===== config.mk =====
export PLATFORM = sky130hd
export DESIGN_NAME = axi4lite_xact_engine
export DESIGN_NICKNAME = d
export VERILOG_FILES = /design/src/rtl/axi4lite_xact_engine.sv
export SDC_FILE = /design/constraint.sdc
export NUM_CORES = 1
export LEC_CHECK = 0
export CAP_MARGIN = 40
export CORE_AREA = 2 2 133 122
export CTS_CLUSTER_DIAMETER = 50
export DETAILED_ROUTE_END_ITERATION = 12
export DIE_AREA = 0 0 135 124
export GPL_ROUTABILITY_DRIVEN = 0
export HOLD_SLACK_MARGIN = 0.02
export PLACE_DENSITY = 0.75
export SYNTH_ARGS = -nofsm -noshare
export SYNTH_HDL_FRONTEND = slang
export SYNTH_SLANG_ARGS = --single-unit
export TNS_END_PERCENT = 30

===== constraint.sdc =====
create_clock -name clk -period 1.9 [get_ports clk]
set_input_delay 0.38 -clock clk [delete_from_list [all_inputs] [get_ports clk]]
set_output_delay 0.38 -clock clk [all_outputs]
set_load 0.1 [all_outputs]

===== src/rtl/axi4lite_xact_engine.sv =====
// AXI4-Lite transaction engine: command-driven master FSM plus register-file slave on an internal bus.
// Optional feature macro: AXI4LITE_RESP_ERR_EN (SLVERR for out-of-range register indices).
module axi4lite_xact_engine #(
  parameter int ADDR_WIDTH = 3,
  parameter int DATA_WIDTH = 16,
  parameter int NUM_REGS   = 6,
  localparam int STRB_W    = DATA_WIDTH / 8
) (
  input  logic                  clk,
  input  logic                  rst_n,
  input  logic                  start_write,
  input  logic [ADDR_WIDTH-1:0] wr_addr,
  input  logic [DATA_WIDTH-1:0] wr_data,
  input  logic [STRB_W-1:0]     wr_strb,
  input  logic                  start_read,
  input  logic [ADDR_WIDTH-1:0] rd_addr,
  output logic [DATA_WIDTH-1:0] rd_data,
  output logic [1:0]            resp,
  output logic                  done,
  output logic                  busy
);

  localparam logic [1:0] RESP_OKAY   = 2'b00;
  localparam logic [1:0] RESP_SLVERR = 2'b10;

  typedef enum logic [2:0] {IDLE, WR_REQ, WR_RESP, RD_REQ, RD_DATA, DONE} state_t;

  state_t                  state_reg, state_next;
  logic [ADDR_WIDTH-1:0]   wr_addr_reg, rd_addr_reg;
  logic [DATA_WIDTH-1:0]   wr_data_reg, rd_data_reg;
  logic [STRB_W-1:0]       wr_strb_reg;
  logic [1:0]              resp_reg;
  logic                    rd_pend_reg, aw_sent_reg, w_sent_reg;

  // internal AXI4-Lite bus
  logic                    awvalid, awready, wvalid, wready, bvalid, bready;
  logic                    arvalid, arready, rvalid, rready;
  logic [ADDR_WIDTH-1:0]   awaddr, araddr;
  logic [DATA_WIDTH-1:0]   wdata, rdata;
  logic [STRB_W-1:0]       wstrb;
  logic [1:0]              bresp, rresp;
  logic                    aw_fire, w_fire, ar_fire;

  function automatic logic in_range(input logic [ADDR_WIDTH-1:0] a);
    return {1'b0, a} < (ADDR_WIDTH+1)'(NUM_REGS);
  endfunction

  // ---------------- master ----------------
  assign awvalid = (state_reg == WR_REQ) && !aw_sent_reg;
  assign wvalid  = (state_reg == WR_REQ) && !w_sent_reg;
  assign bready  = (state_reg == WR_RESP);
  assign arvalid = (state_reg == RD_REQ);
  assign rready  = (state_reg == RD_DATA);
  assign awaddr  = wr_addr_reg;
  assign wdata   = wr_data_reg;
  assign wstrb   = wr_strb_reg;
  assign araddr  = rd_addr_reg;
  assign aw_fire = awvalid && awready;
  assign w_fire  = wvalid && wready;
  assign ar_fire = arvalid && arready;

  always_comb begin
    state_next = state_reg;
    case (state_reg)
      IDLE:    if (start_write) state_next = WR_REQ;
               else if (start_read) state_next = RD_REQ;
      WR_REQ:  if ((aw_sent_reg || aw_fire) && (w_sent_reg || w_fire)) state_next = WR_RESP;
      WR_RESP: if (bvalid) state_next = DONE;
      RD_REQ:  if (ar_fire) state_next = RD_DATA;
      RD_DATA: if (rvalid) state_next = DONE;
      DONE:    state_next = rd_pend_reg ? RD_REQ : IDLE;
      default: state_next = IDLE;
    endcase
  end

  always_ff @(posedge clk or negedge rst_n) begin
    if (!rst_n) begin
      state_reg   <= IDLE;
      wr_addr_reg <= '0;
      wr_data_reg <= '0;
      wr_strb_reg <= '0;
      rd_addr_reg <= '0;
      rd_pend_reg <= 1'b0;
      aw_sent_reg <= 1'b0;
      w_sent_reg  <= 1'b0;
      rd_data_reg <= '0;
      resp_reg    <= RESP_OKAY;
    end else begin
      state_reg <= state_next;
      case (state_reg)
        IDLE: begin
          if (start_write) begin
            wr_addr_reg <= wr_addr;
            wr_data_reg <= wr_data;
            wr_strb_reg <= wr_strb;
          end
          if (start_read) rd_addr_reg <= rd_addr;
          // a simultaneous read is queued behind the write
          rd_pend_reg <= start_write && start_read;
        end
        WR_REQ: begin
          if (aw_fire) aw_sent_reg <= 1'b1;
          if (w_fire)  w_sent_reg  <= 1'b1;
          if (state_next != WR_REQ) begin
            aw_sent_reg <= 1'b0;
            w_sent_reg  <= 1'b0;
          end
        end
        WR_RESP: if (bvalid) resp_reg <= bresp;
        RD_DATA: if (rvalid) begin
          rd_data_reg <= rdata;
          resp_reg    <= rresp;
        end
        DONE:    rd_pend_reg <= 1'b0;
        default: ;
      endcase
    end
  end

  assign rd_data = rd_data_reg;
  assign resp    = resp_reg;
  assign done    = (state_reg == DONE);
  assign busy    = (state_reg != IDLE);

  // ---------------- slave ----------------
  logic [DATA_WIDTH-1:0] mem_reg [NUM_REGS];
  logic [DATA_WIDTH-1:0] rd_view [2**ADDR_WIDTH];
  logic                  aw_full_reg, w_full_reg, bvalid_reg, rvalid_reg;
  logic [ADDR_WIDTH-1:0] aw_addr_hold_reg;
  logic [DATA_WIDTH-1:0] w_data_hold_reg, rdata_reg;
  logic [STRB_W-1:0]     w_strb_hold_reg;
  logic [1:0]            bresp_reg, rresp_reg;
  logic                  commit;
  logic [ADDR_WIDTH-1:0] wa_eff;
  logic [DATA_WIDTH-1:0] wd_eff;
  logic [STRB_W-1:0]     ws_eff;

  // AW and W are captured independently; the write commits once both are present
  assign awready = awvalid && !aw_full_reg && !bvalid_reg;
  assign wready  = wvalid && !w_full_reg && !bvalid_reg;
  assign arready = arvalid && !rvalid_reg;
  assign commit  = (aw_full_reg || aw_fire) && (w_full_reg || w_fire);
  assign wa_eff  = aw_full_reg ? aw_addr_hold_reg : awaddr;
  assign wd_eff  = w_full_reg ? w_data_hold_reg : wdata;
  assign ws_eff  = w_full_reg ? w_strb_hold_reg : wstrb;
  assign bvalid  = bvalid_reg;
  assign bresp   = bresp_reg;
  assign rvalid  = rvalid_reg;
  assign rdata   = rdata_reg;
  assign rresp   = rresp_reg;

  generate
    for (genvar gi = 0; gi < 2**ADDR_WIDTH; gi++) begin : g_view
      if (gi < NUM_REGS) begin : g_impl
        assign rd_view[gi] = mem_reg[gi];
      end else begin : g_pad
        assign rd_view[gi] = '0;
      end
    end
  endgenerate

  always_ff @(posedge clk or negedge rst_n) begin
    if (!rst_n) begin
      for (int r = 0; r < NUM_REGS; r++) mem_reg[r] <= '0;
    end else if (commit && in_range(wa_eff)) begin
      for (int r = 0; r < NUM_REGS; r++)
        for (int b = 0; b < STRB_W; b++)
          if (wa_eff == ADDR_WIDTH'(r) && ws_eff[b]) mem_reg[r][b*8 +: 8] <= wd_eff[b*8 +: 8];
    end
  end

  always_ff @(posedge clk or negedge rst_n) begin
    if (!rst_n) begin
      aw_full_reg      <= 1'b0;
      w_full_reg       <= 1'b0;
      aw_addr_hold_reg <= '0;
      w_data_hold_reg  <= '0;
      w_strb_hold_reg  <= '0;
      bvalid_reg       <= 1'b0;
      bresp_reg        <= RESP_OKAY;
      rvalid_reg       <= 1'b0;
      rdata_reg        <= '0;
      rresp_reg        <= RESP_OKAY;
    end else begin
      if (commit) begin
        aw_full_reg <= 1'b0;
        w_full_reg  <= 1'b0;
        bvalid_reg  <= 1'b1;
`ifdef AXI4LITE_RESP_ERR_EN
        bresp_reg   <= in_range(wa_eff) ? RESP_OKAY : RESP_SLVERR;
`else
        bresp_reg   <= RESP_OKAY;
`endif
      end else begin
        if (aw_fire) begin
          aw_full_reg      <= 1'b1;
          aw_addr_hold_reg <= awaddr;
        end
        if (w_fire) begin
          w_full_reg      <= 1'b1;
          w_data_hold_reg <= wdata;
          w_strb_hold_reg <= wstrb;
        end
        if (bvalid_reg && bready) bvalid_reg <= 1'b0;
      end
      if (ar_fire) begin
        rvalid_reg <= 1'b1;
        rdata_reg  <= rd_view[araddr];
`ifdef AXI4LITE_RESP_ERR_EN
        rresp_reg  <= in_range(araddr) ? RESP_OKAY : RESP_SLVERR;
`else
        rresp_reg  <= RESP_OKAY;
`endif
      end else if (rvalid_reg && rready) begin
        rvalid_reg <= 1'b0;
      end
    end
  end

endmodule


==> results of run 1 <==
## cells in the final DEF (no fill, tap or decap), drive strengths merged, types with 2 or more instances in the layout
cell type and count:
buf 73, o21bai 2, clkbuf 22, nor3b 2
a21oi 22, nor2b 3, dfrtp 183, or4 3
clkdlybuf4s50 26, mux2 187, mux2i 4, bufinv 4
clkinv 3, and4 5, conb 2, a21o 3
nor2 31, inv 8, and2 2, mux4 16
clkinvlp 2, o32ai 2, o21ai 11, nor3 3
nand4 7, a22oi 17, nand2 7
## cells by family after synthesis
kind of cell / synth area share (%)
other cells: 0.04624
buf+inv: 2.530
compound gates: 4.829
flops: 56.46
simple gates: 4.767
mux: 31.36
## worst max-delay path, cell delays in order, from the launching register on
cell	delay, ns
dfrtp_1	0.41
or4b_4	0.59
or4_4	0.60
mux2_4	0.34
## synthesized netlist by cell type
cell	number	share of area [%]
and3_1	1	0.077
buf_6	2	0.28
clkbuf_1	14	0.65
inv_1	8	0.37
nor4b_1	1	0.11
nand2_1	7	0.32
nor3b_1	2	0.19
or4b_4	1	0.17
nor3_1	3	0.19
nand3_1	1	0.062
dfrtp_1	183	56
buf_4	5	0.46
mux2_2	177	25
a221oi_1	1	0.11
and4_1	5	0.54
a21boi_0	1	0.093
a22oi_1	17	1.6
o21bai_1	2	0.19
mux4_2	16	4.4
buf_1	1	0.046
a32oi_1	1	0.11
or4_4	1	0.14
clkinv_1	1	0.046
a21o_1	3	0.28
nor2b_1	3	0.23
mux2_4	10	1.9
nand4_2	7	1.1
conb_1	1	0.046
nor2_1	31	1.4
buf_2	11	0.68
a21oi_1	22	1.4
a32o_1	1	0.12
o2bb2ai_1	1	0.11
nand2b_1	1	0.077
and2_1	2	0.15
mux2i_1	4	0.49
o21ai_0	11	0.68
o32ai_1	2	0.22
## path summary, 6_finish.rpt
check,cells after the start,start,to,slack [ns]
setup / recovery,3,state_reg[2]$_DFF_PN0_,w_data_hold_reg[8]$_DFFE_PN0P_,-0.16
hold / removal,2,rst_n,wdata[11]$_DFFE_PN0P_,0.44
setup reg to reg,3,state_reg[2]$_DFF_PN0_,w_data_hold_reg[8]$_DFFE_PN0P_,-0.16
hold reg to reg,1,w_data_hold_reg[2]$_DFFE_PN0P_,w_data_hold_reg[2]$_DFFE_PN0P_,0.50
max in group asynchronous,3,rst_n,mem_reg[21]$_DFFE_PN0P_,0.87
min in group clk,1,w_data_hold_reg[2]$_DFFE_PN0P_,w_data_hold_reg[2]$_DFFE_PN0P_,0.50
## power by group through the flow
stage / registers (mW) / logic (mW) / clock network, mW
after floorplan: 7.30 / 4.21 / 0
after global placement: 6.43 / 7.41 / 0
after detailed placement: 6.56 / 7.70 / 0
after CTS: 6.51 / 7.79 / 3.79
after global routing: 6.73 / 8.38 / 3.97
final: 6.52 / 7.84 / 3.72
## layout make-up
class | count | area [µm²]
clock inverters | 8 | 145.1
well taps | 202 | 252.7
repair buffers | 100 | 1230
multi-input cells | 339 | 3406
fillers | 1095 | 5149
flip-flops and latches | 183 | 4579
clock buffers | 22 | 484.2
inverters | 9 | 33.78
## what timing repair did
action	in CTS	in global routing
resized for setup	3	8
buffers inserted	1	2
hold endpoints to repair	33	0
setup endpoints to repair	116	120
pin swaps	4	2
hold buffers	1	0
gates cloned	0	2
## per-stage QoR
step	cell area (µm²)	util, %	std cells
3_5_place_dp	9415	61.62	827
2_1_floorplan	8143	-	562
4_1_cts	10080	65.95	859
5_1_grt	10130	66.30	863
6_report	10130	66.30	863
3_3_place_gp	9415	61.62	827
## routing by layer
layer  GRT usage, %  part of all wire [%]  up-vias
met4          5.729                   1.2        0
met1          26.91                    43     2649
met5              0                     0        -
met2          39.69                    52       70
li1               -                     -     2234
met3          4.681                   3.0       15
==> metrics, run 1 <==
outcome=finished with violations; failing checks=setup timing; setup slack after layout=-0.1643 ns; Max IR drop VDD=1.058 mV; Syn Inst Count=561; Fin Setup TNS=-8.904 ns; Die X=135 µm; Area Growth Syn to Fin=24.92%; min-delay worst type=in2async; Max-Cap Viols=0; CTS buffer count=17; layout cells sized above 1=49.32%; Synthesis Warnings=0; fmax=484.4 MHz; fin crit period=2.064 ns; Largest register FFs=96; drt pass-1 iters=4; Crit Path Max Fanout=5; Max clock buf depth=2; sequential power share=36.1%; crit path capture type=flip-flop; WL final=16,810 µm; WHS=0.4419 ns; Antenna diodes=0; Tot Pwr=18.08 mW; DR iter-0 viols=241; post-route DRC violation count=0; RSZ-0062 raised after global routing=true; final hold violation count=0; Worst-path clk slew=0.07 ns; Die H=124 µm; Slew HR=57.11%; Logic pwr share=43.3%; Final ANT Viol Nets=0; DR vias=4,968; Num Clock Sinks=183; CP arrival=2.37 ns; area of the core=15,280 µm²; clock share of power=20.6%; largest net degree at the start of global routing=49; PD cells=1785 nW/µm²; # rows=43; Layout Skew=0.01123 ns; Nets=678; Net Sw Frac=36.26%; Skew-Pair Late Insertion Delay=0.43 ns; vias in the first global route=5,411; Worst-Margin Slew=0.6433 ns; sequential cell area fraction in the yosys report=56.46%; I/O pin total=48; CP Launch Type=flip-flop; # H-tree levels=4; Yosys cell types=38; first-pass GRT wire length=27,990 µm; Slew Limit Fails=0; Synth Area per Inst=14.46 µm²; Initial Util=53.08%; Final Cycle Share=108.6%; CTS tree=yes; Leak Pwr=4.728 nW; vias per inst=5.757; Root Buffer=clkbuf_16; synthesis-stage register bit count=183; total gr overflow=0; post-place setup slack=-0.1506 ns; overall routing resource usage=21.91%; Wirelength per Cell=19.48 µm; detailed placement HPWL=11,380 µm; Req. time, crit path=2.21 ns; P_int=11.52 mW; port bufs=45; NetSw=6.556 mW; DIE AREA=16,740 µm²; initial antenna violation count=0; Final setup viols=115; Setup CP Type=reg2reg; Mapped Area=8110 µm²
Power figures use the tool's default switching activity.
==> run 2: changes to the inputs <==
--- a/config.mk
+++ b/config.mk
@@ -6,13 +6,15 @@
 export NUM_CORES = 1
 export LEC_CHECK = 0
 export CAP_MARGIN = 40
-export CORE_AREA = 2 2 133 122
+export CORE_AREA = 2 2 134 123
 export CTS_CLUSTER_DIAMETER = 50
 export DETAILED_ROUTE_END_ITERATION = 12
-export DIE_AREA = 0 0 135 124
+export DIE_AREA = 0 0 136 125
 export GPL_ROUTABILITY_DRIVEN = 0
 export HOLD_SLACK_MARGIN = 0.02
-export PLACE_DENSITY = 0.75
+export PLACE_DENSITY = 0.74
+export RECOVER_POWER = 100
+export SETUP_SLACK_MARGIN = 0.02
 export SYNTH_ARGS = -nofsm -noshare
 export SYNTH_HDL_FRONTEND = slang
 export SYNTH_SLANG_ARGS = --single-unit
==> metrics, run 2 (synthesized netlist as in run 1, its figures left out) <==
setup slack after layout=-0.09363 ns (+0.07064 ns); Wirelength per Cell=20.41 µm (+4.8%); Setup CP Type=reg2reg; WHS=0.5010 ns (+0.05909 ns); area of the core=15,750 µm² (+3.0%); Nets=675 (-0.44%); Leak Pwr=4.780 nW (+1.1%); most frequent cells in the layout=dfrtp_1, mux2_2, mux2_4, buf_12, nor2_1; Max IR drop VDD=0.9227 mV (-13%); area post-placement=9447 µm² (+0.33%); first-pass GRT wire length=28,210 µm (+0.79%); worst path buffer plus inverter count=0 (unchanged); min-delay worst type=reg2reg; clock share of power=20.5% (about the same); Final Cell Area=10,400 µm² (+2.6%); crit path capture type=flip-flop; fmax=501.6 MHz (+3.5%); DR vias=4,988 (+0.40%); I/O pin total=48 (unchanged); CP max stage delay=0.59 ns (about the same); CTS tree=yes; DIE AREA=17,000 µm² (+1.6%); Final ANT Viol Nets=0 (unchanged); commonest non-fill, non-tap cell in the layout=dfrtp_1; fin crit period=1.994 ns (-0.07064 ns); detailed placement HPWL=11,450 µm (+0.53%); Fin Setup TNS=-4.623 ns (+4.281 ns); largest net degree at the start of global routing=46 (-6.1%); PD cells=1798 nW/µm² (+0.73%); drt pass-1 iters=4 (unchanged); Logic pwr share=44.3% (+1.0 points); vias in the first global route=5,487 (+1.4%); Skew-Pair Late Insertion Delay=0.42 ns (about the same); post-route DRC violation count=0 (unchanged); sequential power share=35.2% (-0.9 points); # fillers=1,111 (+1.5%); # H-tree levels=4 (unchanged); DR iter-0 viols=236 (-2.1%); CP max-delay cell=or4b_4; Max-Cap Viols=0 (unchanged); Max clock buf depth=2 (unchanged); port bufs=45 (unchanged); WL final=17,700 µm (+5.3%); # rows=44 (+2.3%); RSZ-0062 raised after global routing=true; Worst-Margin Slew=1.239 ns (+0.5957 ns); total gr overflow=0 (unchanged); Root Buffer=clkbuf_16; CTS buffer count=17 (unchanged); Worst-path clk slew=0.07 ns (about the same); P_int=11.85 mW (+2.8%); Net Sw Frac=36.59% (+0.33 points); Die H=125 µm (+0.81%); Die X=136 µm (+0.74%); CP arrival=2.30 ns (-0.07 ns); Largest register FFs=96 (unchanged); initial antenna violation count=0 (unchanged); final hold violation count=0 (unchanged); NetSw=6.839 mW (+4.3%); Num Clock Sinks=183 (unchanged); Crit Path Max Fanout=5 (unchanged); Slew HR=17.40% (-40 points); overall routing resource usage=21.74% (-0.17 points); outcome=finished with violations; Final setup viols=115 (unchanged); CP Launch Type=flip-flop; Slew Limit Fails=0 (unchanged); Req. time, crit path=2.21 ns (about the same); CP top delay family=simple AND/OR/NAND/NOR gates; Antenna diodes=0 (unchanged); Area Growth Syn to Fin=28.19%; failing checks=setup timing; cell chain of the critical path=or4b_4 -> or4_4 -> mux2_4; Final Cycle Share=104.9% (-3.7 points); Initial Util=51.51% (-1.6 points); Layout Skew=0.004655 ns (-0.006575 ns); vias per inst=5.753 (about the same); layout cells sized above 1=50.45% (+1.1 points)
[run 2: cell types whose count changed in the layout (fill, tap and decap cells not counted), moves of 4 or more]
cell     change
and4_4       +5
and4_1       -5
nand4_2      -5
mux2_4      +40
dfrtp_1      -4
buf_6        +5
nand4_4      +5
buf_4       -13
dfrtp_2      +4
mux2_2      -40
[run 2: stage by stage]
step | utilization (%) | std cells | setup WS, ns | total power [mW]
after floorplan | - | 562 | -0.1524 | 11.51
after global placement | 60.00 | 827 | -0.1464 | 13.89
after detailed placement | 60.00 | 827 | -0.2002 | 14.29
after CTS | 64.69 | 866 | -0.1236 | 18.35
after global routing | 66.03 | 867 | -0.1651 | 19.61
final | 66.03 | 867 | -0.09363 | 18.69
[run 2: worst paths after layout]
check                           cells after the start                              end  slack [ns]                     from
worst max-delay path                                3  w_data_hold_reg[12]$_DFFE_PN0P_       -0.09   state_reg[2]$_DFF_PN0_
max in group asynchronous                           3           state_reg[1]$_DFF_PN0_        0.18                    rst_n
min in group asynchronous                           2            wdata[10]$_DFFE_PN0P_        0.76                    rst_n
worst min register to register                      1          mem_reg[23]$_DFFE_PN0P_        0.50  mem_reg[23]$_DFFE_PN0P_
worst min-delay path                                1          mem_reg[23]$_DFFE_PN0P_        0.50  mem_reg[23]$_DFFE_PN0P_
worst max register to register                      3  w_data_hold_reg[12]$_DFFE_PN0P_       -0.09   state_reg[2]$_DFF_PN0_
[run 2: cell type report]
type / count / area, µm² / area share, %
sequential: 183 / 4584 / 44.10
clock buffer: 25 / 515.5 / 4.958
tap: 207 / 259.0 / 2.491
multi-input combinational: 341 / 3645 / 35.06
timing repair buffer: 95 / 1221 / 11.75
inverter: 9 / 33.78 / 0.3249
clock inverter: 7 / 137.6 / 1.324
[run 2: power by group through the flow]
stage | sequential [mW] | combinational (mW) | clock, mW
final | 6.58 | 8.28 | 3.83
after global routing | 6.77 | 8.78 | 4.06
after CTS | 6.53 | 7.93 | 3.89
after detailed placement | 6.56 | 7.73 | 0
after global placement | 6.43 | 7.46 | 0
after floorplan | 7.30 | 4.21 | 0
[run 2: routing by layer]
| metal | vias to the layer above | wire length [µm] | global-route usage [%] |
|---|---|---|---|
| met1 | 2646 | 7633 | 27.54 |
| met4 | 0 | 324 | 7.353 |
| li1 | 2227 | - | - |
| met3 | 25 | 492 | 4.785 |
| met5 | - | 0 | 0 |
| met2 | 90 | 9249 | 36.98 |
[run 2: repair_timing]
action | in CTS | in global routing
cloned | 3 | 1
endpoints found under the hold margin | 40 | 0
setup buffers | 3 | 0
endpoints found under the setup margin | 116 | 120
hold buffers | 1 | 0
pin swaps | 4 | 7
gates resized for setup | 9 | 60
==> run 3: changes to the inputs <==
--- a/config.mk
+++ b/config.mk
@@ -5,6 +5,7 @@
 export SDC_FILE = /design/constraint.sdc
 export NUM_CORES = 1
 export LEC_CHECK = 0
+export ABC_CLOCK_PERIOD_IN_PS = 1900
 export CAP_MARGIN = 40
 export CORE_AREA = 2 2 134 123
 export CTS_CLUSTER_DIAMETER = 50
@@ -14,7 +15,7 @@
 export HOLD_SLACK_MARGIN = 0.02
 export PLACE_DENSITY = 0.74
 export RECOVER_POWER = 100
-export SETUP_SLACK_MARGIN = 0.02
+export SETUP_SLACK_MARGIN = 0.4
 export SYNTH_ARGS = -nofsm -noshare
 export SYNTH_HDL_FRONTEND = slang
 export SYNTH_SLANG_ARGS = --single-unit
==> metrics, run 3 (synthesized netlist as in run 1, its figures left out) <==
Reg area=4581 µm² (about the same); outcome=finished with violations; setup slack after layout=-0.1375 ns (-0.04389 ns); Worst-Margin Slew=0.7563 ns (-0.4827 ns); area of the core=15,750 µm² (unchanged); # rows=44 (unchanged); Antenna diodes=0 (unchanged); initial antenna violation count=0 (unchanged); crit path capture type=flip-flop; vias per inst=5.738 (-0.27%); overall routing resource usage=21.57% (-0.17 points); Area Growth Syn to Fin=24.68%; fmax=490.8 MHz (-2.2%); Max clock buf depth=2 (unchanged); Largest register FFs=96 (unchanged); # fillers=1,126 (+1.4%); Wirelength per Cell=20.01 µm (-2.0%); commonest non-fill, non-tap cell in the layout=dfrtp_1; # H-tree levels=4 (unchanged); Worst-path clk slew=0.07 ns (about the same); Num Clock Sinks=183 (unchanged); Slew Limit Fails=0 (unchanged); most frequent cells in the layout=dfrtp_1, mux2_2, mux2_4, nor2_1; Max IR drop VDD=0.8202 mV (-11%); DR iter-0 viols=377 (+60%); port bufs=45 (unchanged); WL final=17,330 µm (-2.1%); CP arrival=2.35 ns (+0.05 ns); I/O pin total=48 (unchanged); DR vias=4,969 (-0.38%); Final Cycle Share=107.2% (+2.3 points); Die H=125 µm (unchanged); failing checks=setup timing; CTS tree=yes; Final ANT Viol Nets=0 (unchanged); final hold violation count=0 (unchanged); Setup CP Type=reg2reg; RSZ-0062 raised after global routing=true; CTS buffer count=17 (unchanged); multi-input logic area=3674 µm² (+0.79%); CP Launch Type=flip-flop; Die X=136 µm (unchanged); Req. time, crit path=2.22 ns (about the same); Final setup viols=108 (-6.1%); total gr overflow=0 (unchanged); Max-Cap Viols=0 (unchanged); WHS=0.4995 ns (-0.001476 ns); post-route DRC violation count=0 (unchanged); layout cells sized above 1=50.38% (-0.075 points); Initial Util=51.51% (unchanged); drt pass-1 iters=4 (unchanged); fin crit period=2.038 ns (+0.04389 ns); Nets=675 (unchanged); Leak Pwr=4.710 nW (-1.5%); detailed placement HPWL=11,250 µm (-1.7%); min-delay worst type=reg2reg; PD cells=1776 nW/µm² (-1.2%); DIE AREA=17,000 µm² (unchanged); Slew HR=49.58% (+32 points); area post-placement=9430 µm² (-0.17%); first-pass GRT wire length=28,070 µm (-0.51%); vias in the first global route=5,364 (-2.2%); largest net degree at the start of global routing=69 (+50%); Final Cell Area=10,110 µm² (-2.7%); Layout Skew=0.008850 ns (+0.004194 ns); Crit Path Max Fanout=9 (+4); Root Buffer=clkbuf_16; Skew-Pair Late Insertion Delay=0.43 ns (about the same)
[run 3: changes by cell type in the layout (fill, tap and decap cells not counted), moves of 3 or more]
cell,before,now
buf_12,33,16
mux2_4,50,44
dfrtp_2,4,1
and4_4,5,2
and4_1,0,3
clkbuf_2,1,17
a22oi_1,17,11
mux2_2,137,143
dfrtp_1,179,182
a22oi_2,0,6
[run 3: timing repair]
action                                 4_1_cts  5_1_grt
endpoints found under the hold margin       27        0
hold buffers                                 1        0
buffers inserted                             3        2
resized for setup                           45       31
gates cloned                                 3        0
pin swaps                                   14       10
setup endpoints to repair                  178      182
[run 3: through the flow]
| step | util [%] | TNS (ns) | power [mW] | std cells | worst slack [ns] |
|---|---|---|---|---|---|
| global placement | 59.89 | -5.159 | 13.92 | 826 | -0.09109 |
| finish | 64.22 | -7.823 | 17.96 | 866 | -0.1375 |
| floorplan | - | -3.112 | 11.59 | 562 | -0.1524 |
| global route | 64.22 | -17.96 | 18.90 | 866 | -0.1836 |
| detailed placement | 59.89 | -13.68 | 14.30 | 826 | -0.1544 |
| CTS | 65.20 | -10.14 | 18.38 | 864 | -0.1273 |
[run 3: path summary, 6_finish.rpt]
check                                              from                               to  slack (ns)  cells past startpoint
max in group asynchronous                         rst_n          rd_data[12]$_DFFE_PN0P_        0.21                      3
worst min-delay path            mem_reg[58]$_DFFE_PN0P_          mem_reg[58]$_DFFE_PN0P_        0.50                      1
min in group asynchronous                         rst_n       wr_strb_reg[0]$_DFFE_PN0P_        0.55                      2
worst min register to register  mem_reg[58]$_DFFE_PN0P_          mem_reg[58]$_DFFE_PN0P_        0.50                      1
worst max register to register   state_reg[0]$_DFF_PN0_  w_data_hold_reg[14]$_DFFE_PN0P_       -0.14                      5
worst max-delay path             state_reg[0]$_DFF_PN0_  w_data_hold_reg[14]$_DFFE_PN0P_       -0.14                      5
[run 3: power by group]
group	internal, mW	leakage, nW	switching, mW
clock	2.09	0.291	1.42
sequential	5.46	2.38	1.05
combinational	3.59	2.04	4.33
total	11.1	4.71	6.81
[run 3: area by class of cell]
type | instances | area share, %
clock buffers | 23 | 4.925
clock inverters | 8 | 0.9404
inverters | 9 | 0.3341
multi-input cells | 340 | 36.33
flip-flops and latches | 183 | 45.30
well taps | 207 | 2.561
repair buffers | 96 | 9.614
[run 3: layer usage]
metal / GRT usage (%) / vias up / share of wire, %
met5: 0 / - / 0
met4: 8.333 / 0 / 1.8
met3: 4.826 / 26 / 2.8
met2: 36.09 / 72 / 53
met1: 27.38 / 2644 / 42
li1: - / 2227 / -
[run 3: critical path, stage by stage, from the launching register on]
cell     delay (ns)
dfrtp_1        0.43
nor4b_4        0.17
a21o_1         0.23
buf_4          0.17
or4_4          0.59
mux2_4         0.33
